--- src/rtl/vga_frame_lock_ctrl_pkg.sv ---
// Shared VGA timing constants, lock thresholds and types for the frame-lock controller.
// Latency: n/a (declarations only).
// Backpressure: n/a.
package vga_frame_lock_ctrl_pkg;

    // Generator timing; these must stay equal to the sync generator's own values.
    localparam logic [9:0] H_MAX         = 10'd799;
    localparam logic [9:0] V_SYNC_START  = 10'd490;

    // Lock acquisition and loss thresholds.
    localparam logic [9:0] LOCK_TOL      = 10'd8;
    localparam logic [2:0] LOCK_FRAMES   = 3'd4;
    localparam logic [8:0] TIMEOUT_LINES = 9'd400;
    localparam logic [8:0] LINE_MAX      = 9'd511;

    typedef logic [8:0] line_cnt_t;

    typedef enum logic [1:0] {
        IDLE,
        TRACK,
        LOCKED
    } state_t;

    // True when the VGA vertical position is within LOCK_TOL lines of natural vsync.
    function automatic logic vpos_in_tol(input logic [9:0] vpos);
        logic [9:0] err;
        err = (vpos >= V_SYNC_START) ? (vpos - V_SYNC_START) : (V_SYNC_START - vpos);
        return (err <= LOCK_TOL);
    endfunction

endpackage

--- src/rtl/vga_frame_lock_ctrl_edge_pulse.sv ---
// Rising-edge detector for a level input in the core clock domain.
// Latency: o_rise is combinational in the cycle the input first reads high.
// Backpressure: none; the pulse is always one cycle wide.
module vga_frame_lock_ctrl_edge_pulse (
    input  logic i_clk,
    input  logic i_rst,
    input  logic i_sig,
    output logic o_rise
);

    logic r_sig_q;

    // Remember the previous level so a rise can be seen against it.
    always_ff @(posedge i_clk or posedge i_rst) begin
        if (i_rst) begin
            r_sig_q <= 1'b0;
        end else begin
            r_sig_q <= i_sig;
        end
    end

    assign o_rise = i_sig & ~r_sig_q;

endmodule

--- src/rtl/vga_frame_lock_ctrl.sv ---
// Locks the free-running VGA generator to the TIA frame and steers line-buffer banks.
// Latency: every output is registered; a TIA VSYNC rise acts on the following clock edge.
// Backpressure: none; TIA and VGA pulses are consumed in the cycle they appear.
module vga_frame_lock_ctrl
    import vga_frame_lock_ctrl_pkg::*;
(
    input  logic       i_clk,
    input  logic       i_rst,
    input  logic       i_tia_vsync,
    input  logic       i_tia_line,
    input  logic [9:0] i_vga_hpos,
    input  logic [9:0] i_vga_vpos,
    output logic       o_force_vsync,
    output logic       o_wr_bank,
    output logic       o_rd_bank,
    output logic [8:0] o_wr_line,
    output logic [8:0] o_lines_per_frame,
    output logic       o_locked
);

    logic       w_vs_rise;
    logic       w_line_end;
    logic       w_in_tol;
    logic       w_timeout;

    line_cnt_t  r_wr_line;
    line_cnt_t  r_lines_per_frame;
    logic       r_wr_bank;
    logic       r_rd_bank;
    logic       r_force_vsync;

    state_t     r_state;
    state_t     w_state_nxt;
    logic [2:0] r_lock_cnt;
    logic [2:0] w_lock_cnt_nxt;
    logic       r_locked;
    logic       w_locked_nxt;

    vga_frame_lock_ctrl_edge_pulse u_vsync_edge (
        .i_clk  (i_clk),
        .i_rst  (i_rst),
        .i_sig  (i_tia_vsync),
        .o_rise (w_vs_rise)
    );

    assign w_line_end = (i_vga_hpos == H_MAX);
    assign w_in_tol   = vpos_in_tol(i_vga_vpos);

    // Timeout fires once, on the strobe that carries wr_line up to TIMEOUT_LINES.
    assign w_timeout  = i_tia_line & ~w_vs_rise & (r_wr_line == (TIMEOUT_LINES - 9'd1));

    // TIA line counting and write bank; a VSYNC rise restarts the count and wins over a strobe.
    always_ff @(posedge i_clk or posedge i_rst) begin
        if (i_rst) begin
            r_wr_line         <= '0;
            r_lines_per_frame <= '0;
            r_wr_bank         <= 1'b0;
        end else begin
            if (w_vs_rise) begin
                r_lines_per_frame <= r_wr_line;
                r_wr_line         <= '0;
            end else if (i_tia_line && (r_wr_line != LINE_MAX)) begin
                r_wr_line <= r_wr_line + 9'd1;
            end
            if (i_tia_line) begin
                r_wr_bank <= ~r_wr_bank;
            end
        end
    end

    // VGA reads the bank the TIA is not writing, switching only at line end.
    always_ff @(posedge i_clk or posedge i_rst) begin
        if (i_rst) begin
            r_rd_bank <= 1'b1;
        end else if (w_line_end) begin
            r_rd_bank <= ~r_wr_bank;
        end
    end

    // One-shot force request: armed by an early VSYNC, dropped after a single line-end sample.
    always_ff @(posedge i_clk or posedge i_rst) begin
        if (i_rst) begin
            r_force_vsync <= 1'b0;
        end else if (w_timeout) begin
            r_force_vsync <= 1'b0;
        end else if (r_force_vsync) begin
            if (w_line_end) begin
                r_force_vsync <= 1'b0;
            end
        end else if (w_vs_rise && (i_vga_vpos < V_SYNC_START)) begin
            r_force_vsync <= 1'b1;
        end
    end

    // Lock FSM state register.
    always_ff @(posedge i_clk or posedge i_rst) begin
        if (i_rst) begin
            r_state    <= IDLE;
            r_lock_cnt <= '0;
            r_locked   <= 1'b0;
        end else begin
            r_state    <= w_state_nxt;
            r_lock_cnt <= w_lock_cnt_nxt;
            r_locked   <= w_locked_nxt;
        end
    end

    // Lock FSM next state; it only moves on a VSYNC rise or a line-count timeout.
    always_comb begin
        w_state_nxt    = r_state;
        w_lock_cnt_nxt = r_lock_cnt;
        w_locked_nxt   = r_locked;
        if (w_timeout) begin
            w_state_nxt    = IDLE;
            w_lock_cnt_nxt = '0;
            w_locked_nxt   = 1'b0;
        end else if (w_vs_rise) begin
            case (r_state)
                IDLE: begin
                    w_state_nxt    = TRACK;
                    w_lock_cnt_nxt = '0;
                    w_locked_nxt   = 1'b0;
                end
                TRACK: begin
                    if (w_in_tol) begin
                        w_lock_cnt_nxt = r_lock_cnt + 3'd1;
                        if (r_lock_cnt == (LOCK_FRAMES - 3'd1)) begin
                            w_state_nxt  = LOCKED;
                            w_locked_nxt = 1'b1;
                        end
                    end else begin
                        w_lock_cnt_nxt = '0;
                    end
                end
                LOCKED: begin
                    if (!w_in_tol) begin
                        w_state_nxt    = TRACK;
                        w_lock_cnt_nxt = '0;
                        w_locked_nxt   = 1'b0;
                    end
                end
                default: begin
                    w_state_nxt    = IDLE;
                    w_lock_cnt_nxt = '0;
                    w_locked_nxt   = 1'b0;
                end
            endcase
        end
    end

    assign o_force_vsync     = r_force_vsync;
    assign o_wr_bank         = r_wr_bank;
    assign o_rd_bank         = r_rd_bank;
    assign o_wr_line         = r_wr_line;
    assign o_lines_per_frame = r_lines_per_frame;
    assign o_locked          = r_locked;

endmodule

--- config.mk ---
export PLATFORM = sky130hd
export DESIGN_NAME = vga_frame_lock_ctrl
export DESIGN_NICKNAME = d
export VERILOG_FILES = /design/src/rtl/vga_frame_lock_ctrl_pkg.sv /design/src/rtl/vga_frame_lock_ctrl_edge_pulse.sv /design/src/rtl/vga_frame_lock_ctrl.sv
export SDC_FILE = /design/constraint.sdc
export NUM_CORES = 1
export LEC_CHECK = 0
export ABC_CLOCK_PERIOD_IN_PS = 2700
export BUFFER_PORTS_ARGS = -buffer_cell sky130_fd_sc_hd__buf_2
export CORE_MARGIN = 2
export CORE_UTILIZATION = 52
export DETAILED_ROUTE_END_ITERATION = 16
export PLACE_DENSITY_LB_ADDON = 0.1
export SYNTH_ARGS = -nofsm -noshare
export SYNTH_HDL_FRONTEND = slang
export SYNTH_HIERARCHICAL = 1
export SYNTH_SLANG_ARGS = --single-unit
--- constraint.sdc ---
create_clock -name i_clk -period 2.7 [get_ports i_clk]
set_clock_uncertainty 0.15 [all_clocks]
set_input_delay 0.135 -clock i_clk [delete_from_list [all_inputs] [get_ports i_clk]]
set_output_delay 0.135 -clock i_clk [all_outputs]
set_load 0.01 [all_outputs]
==> flow_summary.ini, run 1 <==
[timing]
tightestPinTransition_ns = 0.949
fin_crit_sh_pct = 79.2
rsz0062_at_grt = false
final_hold_viol_count = 0
max_freq_mhz = 467
setup_tns_ns = 0
slew_violations = 0
max_slew_margin_pct = 36.7
min_period_ns = 2.14
final-setup-viol-count = 0

[min_path]
hold_path_class = input port to flop

[grt]
grt-ovfl-total = 0
grt_max_degree = 28
busiest_layer = met2
met3_usage_pct = 3.68
met1_usage_pct = 27.3
grt_pass1_vias = 1318
antenna_found_initial = 0
grt_usage_pct = 20.0
grtUsageMet2_pct = 33.7
grt_pass1_wl_mm = 5.66

[setup_path]
worst_setup_path_end_kind = flop
crit_type = flop to flop
cp_data_arrival_time_ns = 2.24
ff2ff_setup_slack_ns = 0.56
critical-path-slowest-cell = dfrtp_1
cp-endpoint = o_wr_line[7]
worst_path_largest_cell_delay_ns = 0.45
worst_r2r_path_depth = 8
critPathLaunchType = flop
timing.rr.end = o_wr_line[7]
required_ns = 2.80
r2r-start = o_wr_line[0]
critPathMostFrequentCell = ha_1
critical_path.max_fanout = 5
path_cells = ha_1 > nand3_1 > nor2_1 > ha_1 > nor2b_1 > nand4_1 > or3_1 > a21oi_1
startpoint = o_wr_line[0]

[power]
peakVddDrop_mv = 0.421
p_leak_nw = 0.969
power_density_nw_per_um2 = 468
finalPower_mw = 0.911

[floorplan]
ios = 46
num_rows = 20
initial_core_util_pct = 54.2
die_h_microns = 60.2
die-area_sq_um = 3620
die_x_microns = 60.2
core_area_sq_um = 3030

[synthesis]
async_flop_share_pct = 100
ys.flop_type = dfrtp_1
synth_nets = 206
synth.area.top_cells = dfrtp_1 (40%), mux2_2 (6.2%), ha_1 (5.3%)
yosysTopAreaCell = dfrtp_1
ys_seq_area_share_pct = 41.3
yosys_warnings = 6
synth.avg_cell_area_sq_um = 9.37
synth_edf_count = 0
synth_cell_types = 45
synth_area_sq_um = 1640
yosysTopAreaCellShare_pct = 39.7
synth-seq-cells = 27
synth_cells = 175

[place]
gp_congestion = 0.849
portBuffers = 45
hpwl_mm = 2.53

[cts]
cts_buffers = 3
root_buffer = clkbuf_4
tritoncts = done
clock-sinks = 27
clk_pin_slew_ns = 0.13
cts.path.max_buffers = 2
clk_latency_ns = 0.31
cts_max_level = 1

[detailed_routing]
ant_nets = 0
route.detailed.drc = 0
vias = 1426
first_iter_violations = 41
totalWireLength_mm = 3.35
wl_per_cell_microns = 12.7
viasPerCell = 5.40
drtPass1Iterations = 4

[final_layout]
drive_above_1_share_pct = 29.1
num_antenna_cells = 0
area_delta_synth_final_pct = 18.7
nets = 252
fill_cells = 259

[flow_run]
maxCapViolCount = 0

[run_status]
outcome = completed
-- how the worst min path moves through the flow --
stage	to	start	slack, ns	depth (start not counted)
after floorplan	u_vsync_edge/r_sig_q	i_rst	-0.29	1
after global placement	u_vsync_edge/r_sig_q	i_rst	-0.17	2
after detailed placement	u_vsync_edge/r_sig_q	i_rst	-0.17	2
after CTS	o_rd_bank	i_vga_hpos[9]	0.004	5
after global routing	o_rd_bank	i_vga_hpos[9]	0.03	5
final	o_rd_bank	i_vga_hpos[9]	0.005	5
-- repair_timing --
action,CTS,global route
gates resized for setup,0,0
setup buffers,0,0
endpoints found under the hold margin,28,0
hold buffers,3,0
endpoints found under the setup margin,0,0
-- layer usage --
metal | wire (microns) | part of all wire (%)
met5 | 0 | 0
met4 | 10 | 0.30
met3 | 190 | 5.7
met2 | 1540 | 46
met1 | 1610 | 48
-- power breakdown --
part           internal (mW)  leakage (nW)  switching, mW
clock                 0.0577        0.0150          0.107
sequential             0.456         0.353         0.0476
combinational          0.114         0.601          0.128
total                  0.628         0.969          0.283
-- worst max-delay path, delay by kind of cell, from the launching register on --
family / cells / cell delay, ns
adders and majority gates: 2 / 0.42
and+or+nand+nor: 5 / 0.93
AOI/OAI and AO/OA: 1 / 0.14
DFF: 1 / 0.45
-- Yosys cell counts, drive strengths merged (2+ instances only) --
cell,number
nand2b,2
buf,4
o21ai,10
a21oi,7
a31oi,4
nand2,12
mux2i,2
a211oi,3
and3,2
xor2,6
o21bai,2
nand4,4
or3,4
ha,7
o22ai,2
mux2,9
nand3,10
inv,10
nor3,5
and2b,2
dfrtp,26
xnor2,2
nor2b,5
clkbuf,4
nor2,16
-- flip-flops by register name, summed over array words and instances, names as in the netlist --
signal and count:
o_force_vsync 1, r_state 2, o_rd_bank 1, o_wr_line 9
u_vsync_edge/r_sig_q 1, o_lines_per_frame 9, r_lock_cnt 3, o_wr_bank 1
-- stage by stage --
step,instances,hold slack (ns),util (%),area (sq um),worst slack [ns]
floorplan,175,-0.286,-,1640,0.467
global placement,257,-0.172,62.4,1890,0.393
detailed placement,257,-0.170,62.4,1890,0.321
CTS,264,0.00433,64.3,1950,0.540
global route,264,0.0275,64.3,1950,0.371
finish,264,0.00498,64.3,1950,0.560
-- cell type report --
cell class | instances | area (sq um) | share of cell area, %
multi-input cells | 130 | 888 | 45.6
clock buffers | 4 | 26.3 | 1.35
well taps | 44 | 55.1 | 2.83
flip-flops and latches | 27 | 677 | 34.8
inverters | 10 | 37.5 | 1.93
repair buffers | 49 | 263 | 13.5
-- kinds of logic (layout without fill, tap and decap cells) --
logic type / Yosys count / count (layout) / share of synthesized area, %
compound gates: 37 / 37 / 15.6
mux: 11 / 11 / 7.40
fa+ha+maj: 7 / 7 / 5.34
buf+inv: 18 / 63 / 4.58
flops: 27 / 27 / 41.3
simple gates: 67 / 67 / 21.5
xor+xnor: 8 / 8 / 4.27
-- placed cells by master, fill, tap and decap left out, types with 2 or more instances in the layout --
master          n
ha_1            7
nor2_1         16
and3_1          2
dlygate4sd3_1   3
and2b_1         2
nand4_1         4
o21bai_1        2
a31oi_1         4
o22ai_1         2
nand3_1        10
inv_1          10
clkbuf_4        3
dfrtp_1        26
xnor2_1         2
nor3_1          5
nor2b_1         4
mux2_2          9
buf_2          45
nand2b_1        2
nand2_1        12
xor2_1          6
o21ai_0         8
mux2i_1         2
o21ai_1         2
or3_1           4
a21oi_1         7
No activity file was read; power rests on OpenSTA's default activity.
==> run 2, diff against run 1 <==
--- a/config.mk
+++ b/config.mk
@@ -5,10 +5,10 @@
 export SDC_FILE = /design/constraint.sdc
 export NUM_CORES = 1
 export LEC_CHECK = 0
-export ABC_CLOCK_PERIOD_IN_PS = 2700
+export ABC_CLOCK_PERIOD_IN_PS = 1900
 export BUFFER_PORTS_ARGS = -buffer_cell sky130_fd_sc_hd__buf_2
 export CORE_MARGIN = 2
-export CORE_UTILIZATION = 52
+export CORE_UTILIZATION = 47
 export DETAILED_ROUTE_END_ITERATION = 16
 export PLACE_DENSITY_LB_ADDON = 0.1
 export SYNTH_ARGS = -nofsm -noshare
==> constraint.sdc (replaced) <==
create_clock -name i_clk -period 1.9 [get_ports i_clk]
set_clock_uncertainty 0.15 [all_clocks]
set_input_delay 0.095 -clock i_clk [delete_from_list [all_inputs] [get_ports i_clk]]
set_output_delay 0.095 -clock i_clk [all_outputs]
set_load 0.01 [all_outputs]
==> run 2 against run 1 <==
The run now ends with negative setup slack left. Via count increased by 12%. Clock power increased by 48%. Count of clock-buffer cells in the layout unchanged. Design area increased by 24%. Total power increased by 59%. Global-route usage increased by 0.97 points. First-iteration DRC count increased by 29%. Hold slack improved by 0.21 ns. Worst setup slack got worse by 0.67 ns. Sequential cell count unchanged. Register-to-register slack got worse by 0.67 ns. Wire length increased by 20%.
==> flow_summary.ini, run 2 (synthesis results as in run 1) <==
[run_status]
outcome = finished with violations
violations = negative setup slack

[timing]
max_slew_margin_pct = 67.4
rsz0062_at_grt = true
final_hold_viol_count = 0
slew_violations = 0
setup_tns_ns = -0.179
max_freq_mhz = 499
final-setup-viol-count = 3
setup_ws_ns = -0.106
min_period_ns = 2.01
tightestPinTransition_ns = 0.486
fin_crit_sh_pct = 106

[final_layout]
num_antenna_cells = 0
final_cells = 303
fill_cells = 270
final_common_cell = buf_2
layout_common_cells = buf_2 (43), buf_4 (31), dfrtp_1 (24), nor2_1 (14), nand2_1 (12)
nets = 289
drive_above_1_share_pct = 45.5
area_delta_synth_final_pct = 46.7
fin_area_sq_um = 2410

[power]
swShare_pct = 31.7
peakVddDrop_mv = 0.728
combPwrFrac_pct = 34.3
p_leak_nw = 1.16
power_density_nw_per_um2 = 603
p_switching_mw = 0.461
p_seq_share_pct = 48.9
p_int_mw = 0.991
clkPwrFrac_pct = 16.8

[floorplan]
core_area_sq_um = 3340
die-area_sq_um = 3980
die_x_microns = 63.1
initial_core_util_pct = 49.2
num_rows = 21
ios = 46
die_h_microns = 63.1

[cts]
clk_pin_slew_ns = 0.14
cts_max_level = 1
clk_latency_ns = 0.32
cts_buffers = 3
tritoncts = done
root_buffer = clkbuf_4
cts.path.max_buffers = 2
clock-sinks = 27

[setup_path]
critical_path.max_fanout = 4
cp_data_arrival_time_ns = 2.12
worst_r2r_path_depth = 9
critPathLaunchType = flop
ff2ff_setup_slack_ns = -0.11
required_ns = 2.01
timing.rr.end = o_wr_line[7]
r2r-start = o_wr_line[0]
worst_setup_path_end_kind = flop
crit_type = flop to flop

[detailed_routing]
totalWireLength_mm = 4.01
ant_nets = 0
wl_per_cell_microns = 13.2
vias = 1595
route.detailed.drc = 0
first_iter_violations = 53
viasPerCell = 5.26
drtPass1Iterations = 4

[flow_run]
maxCapViolCount = 0

[min_path]
hold_path_class = input port to async pin

[grt]
grt_pass1_wl_mm = 6.79
grt_max_degree = 27
grt-ovfl-total = 0
grt_usage_pct = 21.0
antenna_found_initial = 0
grt_pass1_vias = 1509

[place]
gp_congestion = 0.854
place_area_sq_um = 2180
dp_cells = 287
portBuffers = 45
hpwl_mm = 2.96
place_ws_ns = -0.385
[run 2: cell count changes in the layout (fill, tap and decap cells not counted), moves of 3 or more]
cell	previous run	this run
buf_4	1	31
buf_6	0	3
dlygate4sd3_1	3	8
ha_1	7	3
ha_4	0	4
nor2b_1	4	1
[run 2: cell type report]
type,count,area (sq um),area share [%]
Multi-Input combinational cell,130,1010,42.1
Tap cell,46,57.6,2.39
Inverter,10,52.6,2.18
Clock buffer,4,26.3,1.09
Timing Repair Buffer,86,577,24.0
Sequential cell,27,679,28.2
[run 2: repair_timing]
| item | CTS | global route |
|---|---|---|
| endpoints found under the setup margin | 6 | 12 |
| hold endpoints to repair | 30 | 0 |
| hold buffers | 8 | 0 |
| resized for setup | 2 | 20 |
| buffers inserted | 1 | 3 |
| pin swaps | 7 | 12 |
[run 2: power groups by stage]
stage / Clock, mW / Sequential, mW / Combinational (mW)
2_1_floorplan: 0 / 0.765 / 0.192
3_3_place_gp: 0 / 0.713 / 0.448
3_5_place_dp: 0 / 0.721 / 0.465
4_1_cts: 0.253 / 0.711 / 0.480
5_1_grt: 0.275 / 0.722 / 0.546
6_report: 0.244 / 0.711 / 0.497
[run 2: metrics by stage]
| stage | hold WS [ns] | utilization (%) | total power, mW |
|---|---|---|---|
| detailed placement | -0.210 | 65.2 | 1.19 |
| CTS | 0.193 | 68.8 | 1.44 |
| finish | 0.214 | 72.1 | 1.45 |
| global route | 0.213 | 72.1 | 1.54 |
| global placement | -0.212 | 65.2 | 1.16 |
| floorplan | -0.326 | - | 0.957 |
[run 2: per-layer routing]
| layer | share of wire (%) | vias to the layer above | global-route usage, % |
|---|---|---|---|
| met4 | 0.95 | 0 | 3.89 |
| met3 | 5.2 | 4 | 4.11 |
| met2 | 53 | 46 | 35.8 |
| met5 | 0 | - | 0 |
| li1 | - | 781 | - |
| met1 | 41 | 764 | 28.0 |
[run 2: worst max-delay path, cell delays in order, from the launching register on]
cell and delay [ns]:
dfrtp_2 0.45, ha_4 0.17, nand3_4 0.09, nor2_4 0.04, ha_4 0.15, nor2b_2 0.11, buf_6 0.11, nand4_1 0.12
or3_4 0.40, a21oi_2 0.14
[run 2: worst max-delay path by stage]
stage,endpoint,start,depth (start not counted)
final,o_wr_line[7],o_wr_line[0],9
after global routing,o_wr_line[7],o_wr_line[1],9
after global placement,r_lock_cnt[1],i_vga_vpos[2],10
after detailed placement,r_lock_cnt[1],i_vga_vpos[1],10
after floorplan,o_wr_line[5],o_wr_line[0],9
after CTS,o_wr_line[5],o_wr_line[1],9
